### config.mk
export PLATFORM = sky130hd
export DESIGN_NAME = uart_tx_fifo
export DESIGN_NICKNAME = d
export VERILOG_FILES = /design/src/rtl/uart_tx_fifo_pkg.sv /design/src/rtl/uart_tx_fifo_byte_fifo.sv /design/src/rtl/uart_tx_fifo.sv
export SDC_FILE = /design/constraint.sdc
export NUM_CORES = 1
export LEC_CHECK = 0
export ABC_AREA = 1
export CAP_MARGIN = 20
export CELL_PAD_IN_SITES_DETAIL_PLACEMENT = 2
export CELL_PAD_IN_SITES_GLOBAL_PLACEMENT = 2
export CORE_MARGIN = 8
export CORE_UTILIZATION = 33
export CTS_CLUSTER_SIZE = 14
export DETAILED_ROUTE_END_ITERATION = 7
export PLACE_DENSITY_LB_ADDON = 0.05
export SETUP_SLACK_MARGIN = 0.05
export SLEW_MARGIN = 40
export SYNTH_ARGS = -nofsm -noshare
export SYNTH_HDL_FRONTEND = slang
export SYNTH_SLANG_ARGS = --single-unit
### constraint.sdc
create_clock -name clk -period 1.5 [get_ports clk]
set_input_delay 0.225 -clock clk [delete_from_list [all_inputs] [get_ports clk]]
set_output_delay 0.225 -clock clk [all_outputs]
set_load 0.03 [all_outputs]
### src/rtl/uart_tx_fifo_pkg.sv
// Shared UART definitions: frame constants and the transmitter state encoding.
package uart_tx_fifo_pkg;

  localparam int UART_CLK_FREQ     = 50_000_000;
  localparam int UART_BAUD_RATE    = 115_200;
  localparam int UART_DATA_LENGTH  = 8;
  localparam bit UART_PARITY_CHECK = 1'b0;
  localparam bit UART_PARITY_MODE  = 1'b0;

  typedef enum logic [2:0] {
    TX_IDLE,
    TX_START,
    TX_DATA,
    TX_PARITY,
    TX_STOP
  } tx_states_t;

endpackage

### src/rtl/uart_tx_fifo_byte_fifo.sv
// First-word-fall-through byte buffer feeding the UART transmitter.
module uart_byte_fifo
  import uart_tx_fifo_pkg::*;
#(
  parameter int DEPTH = 4,
  parameter int WIDTH = UART_DATA_LENGTH
) (
  input  logic             clk,
  input  logic             reset,
  input  logic             wr_en,
  input  logic [WIDTH-1:0] wr_data,
  input  logic             rd_en,
  output logic [WIDTH-1:0] rd_data,
  output logic             full,
  output logic             empty
);

  localparam int LB = $clog2(DEPTH);

  logic [WIDTH-1:0] mem [DEPTH];
  logic [LB:0]      wr_ptr;
  logic [LB:0]      rd_ptr;
  logic             do_wr;
  logic             do_rd;

  // Extra pointer MSB distinguishes full from empty when the indices match.
  assign full    = (wr_ptr[LB] != rd_ptr[LB]) && (wr_ptr[LB-1:0] == rd_ptr[LB-1:0]);
  assign empty   = (wr_ptr == rd_ptr);
  assign do_wr   = wr_en && !full;
  assign do_rd   = rd_en && !empty;
  assign rd_data = mem[rd_ptr[LB-1:0]];

  always_ff @(posedge clk) begin
    if (reset) begin
      wr_ptr <= '0;
      rd_ptr <= '0;
    end else begin
      if (do_wr) begin
        mem[wr_ptr[LB-1:0]] <= wr_data;
        wr_ptr              <= wr_ptr + 1'b1;
      end
      if (do_rd) begin
        rd_ptr <= rd_ptr + 1'b1;
      end
    end
  end

endmodule

### src/rtl/uart_tx_fifo.sv
// UART transmitter with input byte FIFO; frames leave back-to-back while bytes are queued.
//   state     | meaning
//   TX_IDLE   | line high, waiting for a buffered byte
//   TX_START  | start bit (line low)
//   TX_DATA   | data bits, LSB first
//   TX_PARITY | optional parity bit
//   TX_STOP   | stop bit(s), line high
module uart_tx_fifo
  import uart_tx_fifo_pkg::*;
#(
  parameter int PULSE_WIDTH    = UART_CLK_FREQ / UART_BAUD_RATE,
  parameter int LB_PULSE_WIDTH = $clog2(PULSE_WIDTH),
  parameter int FIFO_DEPTH     = 4,
  parameter int STOP_BITS      = 1,
  parameter bit PARITY_CHECK   = UART_PARITY_CHECK,
  parameter bit PARITY_MODE    = UART_PARITY_MODE
) (
  input  logic                        clk,
  input  logic                        reset,
  input  logic [UART_DATA_LENGTH-1:0] i_data,
  input  logic                        i_valid,
  output logic                        o_ready,
  output logic                        o_serial_out,
  output logic                        o_busy,
  output logic                        o_done
);

  localparam int BIT_CNT_W = $clog2(UART_DATA_LENGTH) + 1;
  localparam logic [LB_PULSE_WIDTH:0] BAUD_RELOAD = (LB_PULSE_WIDTH+1)'(PULSE_WIDTH - 1);
  localparam logic [LB_PULSE_WIDTH:0] BAUD_ONE    = (LB_PULSE_WIDTH+1)'(1);

  tx_states_t                  state_q, state_d;
  logic [LB_PULSE_WIDTH:0]     baud_q;
  logic [BIT_CNT_W-1:0]        bit_cnt_q;
  logic [UART_DATA_LENGTH-1:0] shift_q;
  logic [UART_DATA_LENGTH-1:0] fifo_data;
  logic                        parity_q;
  logic                        line_q, line_d;
  logic                        done_q, done_d;
  logic                        pop, tick, last_data, last_stop;
  logic                        fifo_full, fifo_empty;

  uart_byte_fifo #(
    .DEPTH (FIFO_DEPTH),
    .WIDTH (UART_DATA_LENGTH)
  ) u_fifo (
    .clk     (clk),
    .reset   (reset),
    .wr_en   (i_valid),
    .wr_data (i_data),
    .rd_en   (pop),
    .rd_data (fifo_data),
    .full    (fifo_full),
    .empty   (fifo_empty)
  );

  assign tick      = (baud_q == '0);
  assign last_data = (bit_cnt_q == BIT_CNT_W'(UART_DATA_LENGTH - 1));
  assign last_stop = (bit_cnt_q == BIT_CNT_W'(STOP_BITS - 1));

  always_ff @(posedge clk) begin
    if (reset) begin
      state_q   <= TX_IDLE;
      baud_q    <= '0;
      bit_cnt_q <= '0;
      shift_q   <= '0;
      parity_q  <= 1'b0;
      line_q    <= 1'b1;
      done_q    <= 1'b0;
    end else begin
      state_q <= state_d;
      line_q  <= line_d;
      done_q  <= done_d;
      if (pop) begin
        shift_q  <= fifo_data;
        parity_q <= PARITY_MODE ^ (^fifo_data);
      end else if (state_q == TX_DATA && tick && state_d == TX_DATA) begin
        shift_q <= shift_q >> 1;
      end
      if (state_d != TX_IDLE && (pop || tick)) begin
        baud_q <= BAUD_RELOAD;
      end else if (!tick) begin
        baud_q <= baud_q - 1'b1;
      end
      if (state_d != state_q) begin
        bit_cnt_q <= '0;
      end else if (tick && state_q != TX_IDLE) begin
        bit_cnt_q <= bit_cnt_q + 1'b1;
      end
    end
  end

  always_comb begin
    state_d = state_q;
    pop     = 1'b0;
    case (state_q)
      TX_IDLE: begin
        if (!fifo_empty) begin
          state_d = TX_START;
          pop     = 1'b1;
        end
      end
      TX_START:  if (tick) state_d = TX_DATA;
      TX_DATA:   if (tick && last_data) state_d = PARITY_CHECK ? TX_PARITY : TX_STOP;
      TX_PARITY: if (tick) state_d = TX_STOP;
      TX_STOP: begin
        if (tick && last_stop) begin
          if (!fifo_empty) begin
            state_d = TX_START;
            pop     = 1'b1;
          end else begin
            state_d = TX_IDLE;
          end
        end
      end
      default: state_d = TX_IDLE;
    endcase
  end

  // line_d/done_d are the next register values, so the line never glitches.
  always_comb begin
    line_d = line_q;
    done_d = 1'b0;
    case (state_q)
      TX_IDLE:  line_d = !pop;
      TX_START: if (tick) line_d = shift_q[0];
      TX_DATA: begin
        if (tick) begin
          if (state_d == TX_DATA)        line_d = shift_q[1];
          else if (state_d == TX_PARITY) line_d = parity_q;
          else                           line_d = 1'b1;
        end
      end
      TX_PARITY: if (tick) line_d = 1'b1;
      TX_STOP: begin
        done_d = last_stop && (baud_q == BAUD_ONE);
        if (tick && last_stop) line_d = !pop;
      end
      default: line_d = 1'b1;
    endcase
  end

  assign o_ready      = !fifo_full;
  assign o_serial_out = line_q;
  assign o_busy       = (state_q != TX_IDLE) || !fifo_empty;
  assign o_done       = done_q;

endmodule

Yosys cells after proc, flatten, opt, wreduce, memory -nomap -nowiden
Memory sizes are Yosys's and may differ from the RTL's. A register that Yosys moved wholly into a read port is not among the register bits.
Cells that the tools add are included.
{ "classes": {"eq_ne": 17, "mux": 26, "addsub": 4, "bitwise_logic": 1, "n_reduce_logical": 26} }
{ "ops": {"columns": ["op", "count"], "rows": [
  ["$mux 9", 2],
  ["$mux 8", 2],
  ["$mux 3", 5],
  ["$pmux 3 s5", 1],
  ["$eq 3x2->1 const B", 4],
  ["$mux 1", 12],
  ["$eq 10x1->1 const B", 1],
  ["$logic_and 1x1->1", 10],
  ["$logic_not 10->1", 1],
  ["$sub 10x1->10 const B", 1],
  ["$ne 2x2->1 const B", 4],
  ["$reduce_xor 8->1", 1],
  ["$add 3x1->3 const B", 2],
  ["$reduce_bool 3->1", 2],
  ["$reduce_or 2->1", 3],
  ["$pmux 1 s5", 1],
  ["$add 4x1->4 const B", 1],
  ["$eq 4x3->1 const B", 1],
  ["$logic_not 4->1", 1],
  ["$mux 2", 2],
  ["$reduce_and 4->1", 1],
  ["$eq 3x1->1 const B", 1],
  ["$eq 3x3->1", 1],
  ["$eq 3x3->1 const B", 1],
  ["other kinds (10)", 13]
]} }
{ "word_totals": {"n_memories": 1, "ff_bits": 34, "ram_bits": 32, "out_inout_bits": 4} }
{ "memory_table": {"columns": ["name", "words", "word_bits", "read_ports", "rd_clocked_by_memory_dff", "write_ports", "line", "source"], "rows": [
  ["u_fifo.mem", 4, 8, 1, 1, 1, "uart_tx_fifo_byte_fifo.sv:20", "logic [WIDTH-1:0] mem [DEPTH];"]
]} }

Logic depth before layout (Yosys ltp)
Gate-level depths: netlist of run 1.
{ "logic_depth": {"ltp_word": 9, "ltp_mapped": 13, "mapped_depth_nobuf": 13} }

By module
A second synthesis of run 1 with hierarchy kept.
{ "hier_totals": {"cells_unflattened": 382, "area_unflattened_um2": 3394.5} }
{ "by_module_without_submodules": {"columns": ["mod", "cells_each", "area_each_um2", "instances"], "rows": [
  ["uart_tx_fifo", 231, 1701.6, 1],
  ["uart_byte_fifo", 151, 1692.9, 1]
]} }

Worst setup path after synthesis of run 1
OpenSTA, ideal clock, no wires.
{ "synth_timing": {"kind": "flip-flop to flip-flop", "start": "register u_fifo.wr_ptr[2]", "end": "memory u_fifo.mem[0][0] (netlist name) (enable)", "arrival_time_ps": 1490, "setup_slack_ps": -360, "stages_incl_launch_ff": 7, "t_required_ps": 1129, "setup_ps": 371, "synth_period_minus_slack_ps": 1860, "path_cell_list": "dfxtp_1 > xnor2_1 > nand3b_1 > nand2_1 > inv_1 > nand2_1 > nor2_1"} }
{ "synth_between": {"elab_chain_len": 7} }
{ "synth_lines": {"columns": ["item", "line", "source"], "rows": [
  ["from (decl)", "uart_tx_fifo_byte_fifo.sv:21", "logic [LB:0] wr_ptr;"],
  ["from (signal assigned)", "uart_tx_fifo_byte_fifo.sv:40", "wr_ptr <= wr_ptr + 1'b1;"],
  ["$ne 1x1->1", "uart_tx_fifo_byte_fifo.sv:27", "assign full = (wr_ptr[LB] != rd_ptr[LB]) && (wr_ptr[LB-1:0] == rd_ptr[LB-1:0]);"],
  ["$logic_and 1x1->1", "uart_tx_fifo_byte_fifo.sv:27", null],
  ["$logic_not 1->1", null, null],
  ["named net o_ready", "uart_tx_fifo.sv:22", "output logic o_ready,"],
  ["$logic_and 1x1->1", "uart_tx_fifo_byte_fifo.sv:29", "assign do_wr = wr_en && !full;"],
  ["$mux 1", "uart_tx_fifo_byte_fifo.sv:38", "if (do_wr) begin"],
  ["$mux 1", "uart_tx_fifo_byte_fifo.sv:34", "if (reset) begin"],
  ["$mux 1 (implied by the code)", "uart_tx_fifo_byte_fifo.sv:39", "mem[wr_ptr[LB-1:0]] <= wr_data;"],
  ["to (decl)", "uart_tx_fifo_byte_fifo.sv:20", null]
]} }
The timed path passes the listed nets, and every way through them passes these cells.

Final worst setup path of run 1
{ "layout_timing": {"start": "register state_q[1]", "end": "register shift_q[3]"} }
{ "layout_between": {"elab_chain_len": 5, "elab_cells_between_ends": 17} }
{ "layout_lines": {"columns": ["item", "line", "source"], "rows": [
  ["from (decl)", "uart_tx_fifo.sv:32", "tx_states_t state_q, state_d;"],
  ["from (signal assigned)", "uart_tx_fifo.sv:71", "state_q <= state_d;"],
  ["$eq 3x3->1 (tied with other cells)", "uart_tx_fifo.sv:96", "case (state_q)"],
  ["$pmux 3 s5", "uart_tx_fifo.sv:96", null],
  ["$eq 3x2->1", "uart_tx_fifo.sv:77", "end else if (state_q == TX_DATA && tick && state_d == TX_DATA) begin"],
  ["$logic_and 1x1->1", "uart_tx_fifo.sv:77", null],
  ["$reduce_bool 2->1 (no source line)", null, null],
  ["to (signal assigned)", "uart_tx_fifo.sv:75", "shift_q <= fifo_data;"],
  ["to (signal assigned)", "uart_tx_fifo.sv:78", "shift_q <= shift_q >> 1;"],
  ["to (decl)", "uart_tx_fifo.sv:35", "logic [UART_DATA_LENGTH-1:0] shift_q;"]
]} }
Parallel ways exist; a longest one is shown, timed or not.
A chain may end at the register's enable or synchronous reset.

==> results of run 1 <==
## repair_timing
action	4_1_cts	5_1_grt
endpoints found under the setup margin	66	67
resized for setup	89	60
hold buffers	0	0
gates cloned	3	0
setup buffers	7	10
pin swaps	34	29
## critical path: stages (launching register included)
cell and delay (ns):
dfxtp_1 0.39, buf_6 0.15, inv_1 0.07, nor3_2 0.19, buf_4 0.17, inv_1 0.06, nor2_4 0.27, nand2_8 0.12
nand2_8 0.11, nand2_2 0.07, a21oi_2 0.16
## state kept, by name, indices dropped and copies added (netlist names), named ones only
name and flops:
bit_cnt_q 4, u_fifo.wr_ptr 3, u_fifo.rd_ptr 3, baud_q 10, shift_q 8, state_q 3
o_serial_out 1, u_fifo.mem 32, o_done 1
## synthesized netlist by cell type, types with 3 or more instances
library cell,n
nand2_1,115
inv_1,42
dfxtp_1,35
nand3_1,33
edfxtp_1,32
a21oi_1,26
nor2_1,21
nor2_2,11
ha_1,10
nor3_1,7
xor2_1,7
nand2_4,6
o21ai_0,5
xnor2_1,5
clkbuf_1,4
a21oi_2,3
inv_2,3
nor2_4,3
## layout make-up
cell class,count,area (sq um)
fill,1030,4660
multi-input combinational,273,2020
sequential,67,1690
timing repair buffer,96,872
inverter,47,191
tap,133,166
clock buffer,10,128
clock inverter,6,90.1
## kinds of logic after synthesis
family / after synthesis / share of synthesized area, %
and+or+nand+nor: 209 / 29.6
DFF: 67 / 49.8
buffers and inverters: 57 / 7.24
AOI/OAI and AO/OA: 39 / 6.49
xor gates and xnor gates: 12 / 3.15
adders and majority gates: 10 / 3.75
## worst max path at each step
stage / slack [ns] / endpoint / from
floorplan: -0.12 / u_fifo.mem[0][0]$_DFFE_PP_ / u_fifo.wr_ptr[2]$_SDFFE_PP0P_
global placement: -0.32 / o_busy / u_fifo.wr_ptr[1]$_SDFFE_PP0P_
detailed placement: -0.36 / o_busy / u_fifo.wr_ptr[1]$_SDFFE_PP0P_
CTS: -0.17 / o_ready / u_fifo.rd_ptr[1]$_SDFFE_PP0P_
global route: -0.39 / shift_q[3]$_SDFFE_PP0P_ / state_q[1]$_SDFF_PP0_
finish: -0.34 / shift_q[3]$_SDFFE_PP0P_ / state_q[1]$_SDFF_PP0_
## power groups by stage
| stage | registers, mW | logic [mW] | clock network [mW] |
|---|---|---|---|
| after floorplan | 2.48 | 2.91 | 0 |
| after global placement | 2.44 | 4.68 | 0 |
| after detailed placement | 2.46 | 4.89 | 0 |
| after CTS | 2.46 | 6.02 | 1.73 |
| after global routing | 2.57 | 7.61 | 1.88 |
| final | 2.54 | 7.18 | 1.77 |
## stage by stage
stage	area (sq um)	setup TNS [ns]
after floorplan	3420	-3.29
after global placement	4240	-2.60
after detailed placement	4240	-5.42
after CTS	4840	-4.57
after global routing	5160	-15.43
final	5160	-11.76
## per-layer routing
metal,vias up,GRT usage [%]
met3,23,3.46
met1,1610,21.7
met5,-,0
li1,1474,-
met4,0,4.52
met2,53,35.7
==> impl_metrics.csv, run 1 <==
group,metric,value,unit
global_routing,grt_max_degree,19,
run_status,violations,"setup timing",
worst_setup_path,end_kind,"flop",
clocking,clkLatencyLatePin,0.37,ns
clocking,htreeDepth,3,
worst_hold_path,worstHoldPathType,"flop to flop",
clocking,clkSinkCount,67,
layout,layout-drive-gt1-share,46.9,%
yosys,syn_area_per_cell,8.47,sq um
pwr,switching_share,47.2,%
pwr,vdd_drop_max,1.12,mV
routing,vias,3160,
clocking,clockBufferDepth,2,
layout,finalNetCount,515,
routing,wire_per_inst,22.9,um
pwr,p_switching,5.43,mW
worst_setup_path,worstRegToRegCells,10,
yosys,synth_area,3340,sq um
routing,drc_errors,0,
timing,tightestPinTransition,0.353,ns
floorplan,die_area,13600,sq um
placement,placed_cells,599,
floorplan,rows,36,
global_routing,grt_usage,19.0,%
worst_hold_path,hold_depth,2,
timing,whs,0.478,ns
routing,dr_wl_met2,7820,um
clocking,path_clk_slew,0.08,ns
global_routing,grt_pass1_vias,3513,
timing,maxSlewViolCount,0,
layout,stdcell_count,632,
layout,layout_commonest_cell,"nand2_1",
placement,dp_slack,-0.362,ns
pwr,seqPwrFrac,22.1,%
worst_setup_path,crit_type,"flop to flop",
timing,setup_viol,65,
timing,period_minus_slack,1.84,ns
routing,met3_length,363,um
yosys,synth_top_flop_cell,"dfxtp_1",
placement,gp_congestion,0.713,
pwr,combPwrFrac,62.5,%
worst_setup_path,required,1.79,ns
yosys,yosys_warnings,0,
run,maxCapViolCount,0,
pwr,pwr-share-clk,15.4,%
floorplan,io_pins,15,
worst_setup_path,crit_arrival,2.13,ns
pwr,total_power,11.5,mW
floorplan,initial_core_util,34.0,%
routing,antenna_left,0,
timing,fin_ws,-0.338,ns
clocking,cts_made_buffers,9,
clocking,cts_tree,"yes",
timing,timing.fmax,0.544,GHz
run_status,status,"finished with violations",
global_routing,overflow,0,
yosys,ys_ff_latch,67,
layout,layout_common_cells,"nand2_1 (93), buf_4 (65), inv_1 (33), edfxtp_1 (32), nand3_1 (25)",
timing,final-hold-violation-count,0,
placement,io_buffers,14,
worst_hold_path,min_from,"o_serial_out$_SDFFE_PP1P_",
yosys,netlist.area_leader.share,28.8,%
placement,dpl.hpwl,7410,um
yosys,ys_types,35,
worst_setup_path,cp-start-kind,"flop",
pwr,p_leak,2.12,nW
layout,n_antenna_cell,0,
timing,fin_worst_skew,0.0120,ns
routing,wl_met1,6030,um
clocking,cts-root-buf,"clkbuf_8",
yosys,ys_seq_area_share,49.8,%
layout,fin_util,52.6,%
floorplan,core,9820,sq um
worst_setup_path,r2r_end,"shift_q[3]$_SDFFE_PP0P_",
worst_setup_path,r2r_start,"state_q[1]$_SDFF_PP0_",
worst_hold_path,whs_endpoint,"o_serial_out$_SDFFE_PP1P_",
pwr,cellPowerDensity,2220,nW/um^2
yosys,syn_inst,394,
layout,areaGrowthSynthToFinish,54.7,%
routing,top_layer,"met4",
timing,slew_headroom,76.3,%
pwr,internal-power,6.06,mW
yosys,synth_top_cell_by_area,"edfxtp_1",
worst_setup_path,r2r_slack,-0.34,ns
global_routing,antenna_found_initial,0,
floorplan,die_x,117,um
yosys,async_flop_share,0,%
global_routing,grt_first_pass_wirelength,19300,um
timing,grt_setup_unrepaired,"true",
worst_setup_path,crit_fanout,6,
routing,routed_via_density,5.00,
floorplan,die_y,117,um
routing,firstDrtPassIters,4,
yosys,syn_nets,415,
yosys,synth_edf_count,32,
timing,period_share,123,%
routing,routed_wl,14500,um
routing,drt_iter0_markers,109,
yosys,synth.area.top_cells,"edfxtp_1 (29%), dfxtp_1 (21%), nand2_1 (13%), nand3_1 (4.9%), inv_1 (4.7%)",
(Power assumes the default switching activity.)
==> inputs of run 2 (changes only) <==
--- a/config.mk
+++ b/config.mk
@@ -9,7 +9,7 @@
 export CAP_MARGIN = 20
 export CELL_PAD_IN_SITES_DETAIL_PLACEMENT = 2
 export CELL_PAD_IN_SITES_GLOBAL_PLACEMENT = 2
-export CORE_MARGIN = 8
+export CORE_MARGIN = 2
 export CORE_UTILIZATION = 33
 export CTS_CLUSTER_SIZE = 14
 export DETAILED_ROUTE_END_ITERATION = 7
==> constraint.sdc (replaced) <==
create_clock -name clk -period 1.5 [get_ports clk]
set_input_delay 0.15 -clock clk [delete_from_list [all_inputs] [get_ports clk]]
set_output_delay 0.15 -clock clk [all_outputs]
set_load 0.03 [all_outputs]
==> run 2 against run 1 <==
The run still ends with setup timing left. Sequential share of layout area decreased by 0.18 points. Largest power group unchanged. Sequential cell count unchanged. Count of clock-buffer cells in the layout unchanged. Cell count decreased by 0.95%. Clock power increased by 3%.
==> impl_metrics.csv, run 2 (synthesis gave the netlist of run 1 again) <==
group,metric,value,unit
worst_setup_path,r2r_start,"baud_q[6]$_SDFFE_PP0P_",
floorplan,rows,36,
worst_setup_path,crit_fanout,6,
pwr,p_leak,2.12,nW
worst_hold_path,worstHoldPathType,"input pin to flop",
pwr,vdd_drop_max,0.981,mV
floorplan,die_y,105,um
layout,areaGrowthSynthToFinish,55.2,%
timing,maxSlewViolCount,0,
clocking,cts-root-buf,"clkbuf_8",
worst_setup_path,cpMaxStageDelayCell,"dfxtp_2",
placement,gp_congestion,0.758,
clocking,htreeDepth,3,
layout,layout-drive-gt1-share,47.3,%
global_routing,grt_usage,25.4,%
clocking,cts_made_buffers,9,
worst_setup_path,path_common_cell,"nand2_2",
worst_setup_path,required,1.81,ns
worst_setup_path,critPathMaxStageDelay,0.35,ns
routing,routed_via_density,5.21,
routing,drc_errors,0,
global_routing,grt.busiest_layer,"met2",
layout,layout_common_cells,"nand2_1 (91), buf_4 (62), inv_1 (32), edfxtp_1 (32), nand3_1 (24)",
worst_setup_path,crit_buf_inv,0,
worst_setup_path,r2r_slack,-0.33,ns
layout,n_antenna_cell,0,
global_routing,globalRouteMet2Util,46.1,%
global_routing,met1_usage,29.9,%
timing,fin_ws,-0.327,ns
worst_setup_path,crit_arrival,2.14,ns
timing,period_minus_slack,1.83,ns
layout,largest_reg_flops,32,
clocking,clkSinkCount,67,
clocking,path_clk_slew,0.09,ns
routing,routed_wl,15700,um
global_routing,overflow,0,
routing,firstDrtPassIters,4,
floorplan,die_area,10900,sq um
routing,vias,3263,
clocking,clkLatencyLatePin,0.38,ns
timing,final-hold-violation-count,0,
worst_setup_path,cp_num_cells,11,
clocking,cts_tree,"yes",
global_routing,grt_first_pass_wirelength,20800,um
routing,wire_per_inst,25.0,um
placement,dp_slack,-0.275,ns
global_routing,antenna_found_initial,0,
timing,tightestPinTransition,0.465,ns
run,maxCapViolCount,0,
timing,fin_tns_setup,-11.93,ns
worst_setup_path,worstRegToRegCells,11,
timing,setup_viol,65,
routing,drt_iter0_markers,97,
worst_setup_path,crit_start,"baud_q[6]$_SDFFE_PP0P_",
worst_setup_path,crit_type,"flop to flop",
global_routing,grt_use_met3,3.99,%
timing,timing.fmax,0.547,GHz
worst_setup_path,crit_end,"baud_q[2]$_SDFFE_PP0P_",
routing,antenna_left,0,
pwr,cellPowerDensity,2280,nW/um^2
placement,dpl.hpwl,7120,um
layout,fillers,1009,
run_status,violations,"setup timing",
worst_setup_path,cp-start-kind,"flop",
timing,slew_headroom,68.8,%
floorplan,initial_core_util,34.1,%
layout,finalNetCount,509,
timing,fin_worst_skew,0.0180,ns
timing,period_share,122,%
worst_setup_path,end_kind,"flop",
clocking,clockBufferDepth,2,
worst_setup_path,r2r_end,"baud_q[2]$_SDFFE_PP0P_",
global_routing,grt_pass1_vias,3597,
run_status,status,"finished with violations",
timing,grt_setup_unrepaired,"true",
floorplan,core,9770,sq um
layout,layout_commonest_cell,"nand2_1",
clocking,holdBufCountCts,0,
global_routing,grt_max_degree,19,
worst_setup_path,worstPathCellList,"nor2_4 > nand3_4 > nor2_4 > nand2_4 > nand2_2 > nand2_2 > nor2_2 > nand2_2 > nand2_8 > nand2_8 > nor2_2",
placement,io_buffers,14,
floorplan,io_pins,15,
floorplan,die_x,105,um
worst_setup_path,critPathTopFamily,"simple AND/OR/NAND/NOR gates",
==> run 2: cell types whose count changed in the layout (fill, tap and decap cells not counted), sizes merged <==
cell,change
buf,-5
nand2,-1
==> run 2: metrics by stage <==
stage	cell area (sq um)	power (mW)	std cells	hold slack, ns	utilization (%)
2_1_floorplan	3420	5.38	394	0.249	-
3_3_place_gp	4180	7.07	592	0.452	42.8
3_5_place_dp	4180	7.29	592	0.468	42.8
4_1_cts	4890	10.3	622	0.437	50.1
5_1_grt	5180	12.3	626	0.429	53.0
6_report	5180	11.8	626	0.416	53.0
==> run 2: what timing repair did <==
action,CTS,global route
setup buffers,12,5
gates resized for setup,110,53
gates cloned,2,0
endpoints found under the setup margin,65,68
pin swaps,36,29
==> run 2: routing by layer <==
| layer | part of all wire, % | wire length [um] |
|---|---|---|
| met1 | 39 | 6180 |
| met2 | 54 | 8420 |
| met4 | 3.0 | 473 |
| met3 | 3.7 | 581 |
| met5 | 0 | 0 |
==> run 2: final cells by class <==
class	instances	area [sq um]	share of cell area (%)
Multi-Input combinational cell	272	2100	40.6
Sequential cell	67	1690	32.6
Timing Repair Buffer	91	818	15.8
Inverter	47	186	3.60
Tap cell	133	166	3.21
Clock buffer	10	128	2.46
Clock inverter	6	88.8	1.71
==> run 2: where the power goes <==
part / total, mW / switching, mW / internal, mW / leakage, nW
Clock: 1.82 / 0.882 / 0.942 / 0.105
Combinational: 7.45 / 4.55 / 2.90 / 1.43
Sequential: 2.54 / 0.291 / 2.25 / 0.584
==> run 2: worst min path at each step <==
| stage | slack, ns | cells past startpoint | to | from |
|---|---|---|---|---|
| 2_1_floorplan | 0.25 | 0 | u_fifo.mem[0][0]$_DFFE_PP_ | i_data[0] |
| 3_3_place_gp | 0.45 | 2 | o_serial_out$_SDFFE_PP1P_ | o_serial_out$_SDFFE_PP1P_ |
| 3_5_place_dp | 0.47 | 2 | o_serial_out$_SDFFE_PP1P_ | o_serial_out$_SDFFE_PP1P_ |
| 4_1_cts | 0.44 | 1 | u_fifo.mem[0][7]$_DFFE_PP_ | i_data[7] |
| 5_1_grt | 0.43 | 1 | u_fifo.mem[1][2]$_DFFE_PP_ | i_data[2] |
| 6_report | 0.42 | 1 | u_fifo.mem[1][7]$_DFFE_PP_ | i_data[7] |
==> inputs of run 3 (changes only) <==
--- a/config.mk
+++ b/config.mk
@@ -6,6 +6,7 @@
 export NUM_CORES = 1
 export LEC_CHECK = 0
 export ABC_AREA = 1
+export ABC_CLOCK_PERIOD_IN_PS = 1500
 export CAP_MARGIN = 20
 export CELL_PAD_IN_SITES_DETAIL_PLACEMENT = 2
 export CELL_PAD_IN_SITES_GLOBAL_PLACEMENT = 2
@@ -15,7 +16,6 @@
 export DETAILED_ROUTE_END_ITERATION = 7
 export PLACE_DENSITY_LB_ADDON = 0.05
 export SETUP_SLACK_MARGIN = 0.05
-export SLEW_MARGIN = 40
 export SYNTH_ARGS = -nofsm -noshare
 export SYNTH_HDL_FRONTEND = slang
 export SYNTH_SLANG_ARGS = --single-unit
==> results of run 3 <==
No change in the layout: final DEF, timing and power equal those of run 2.
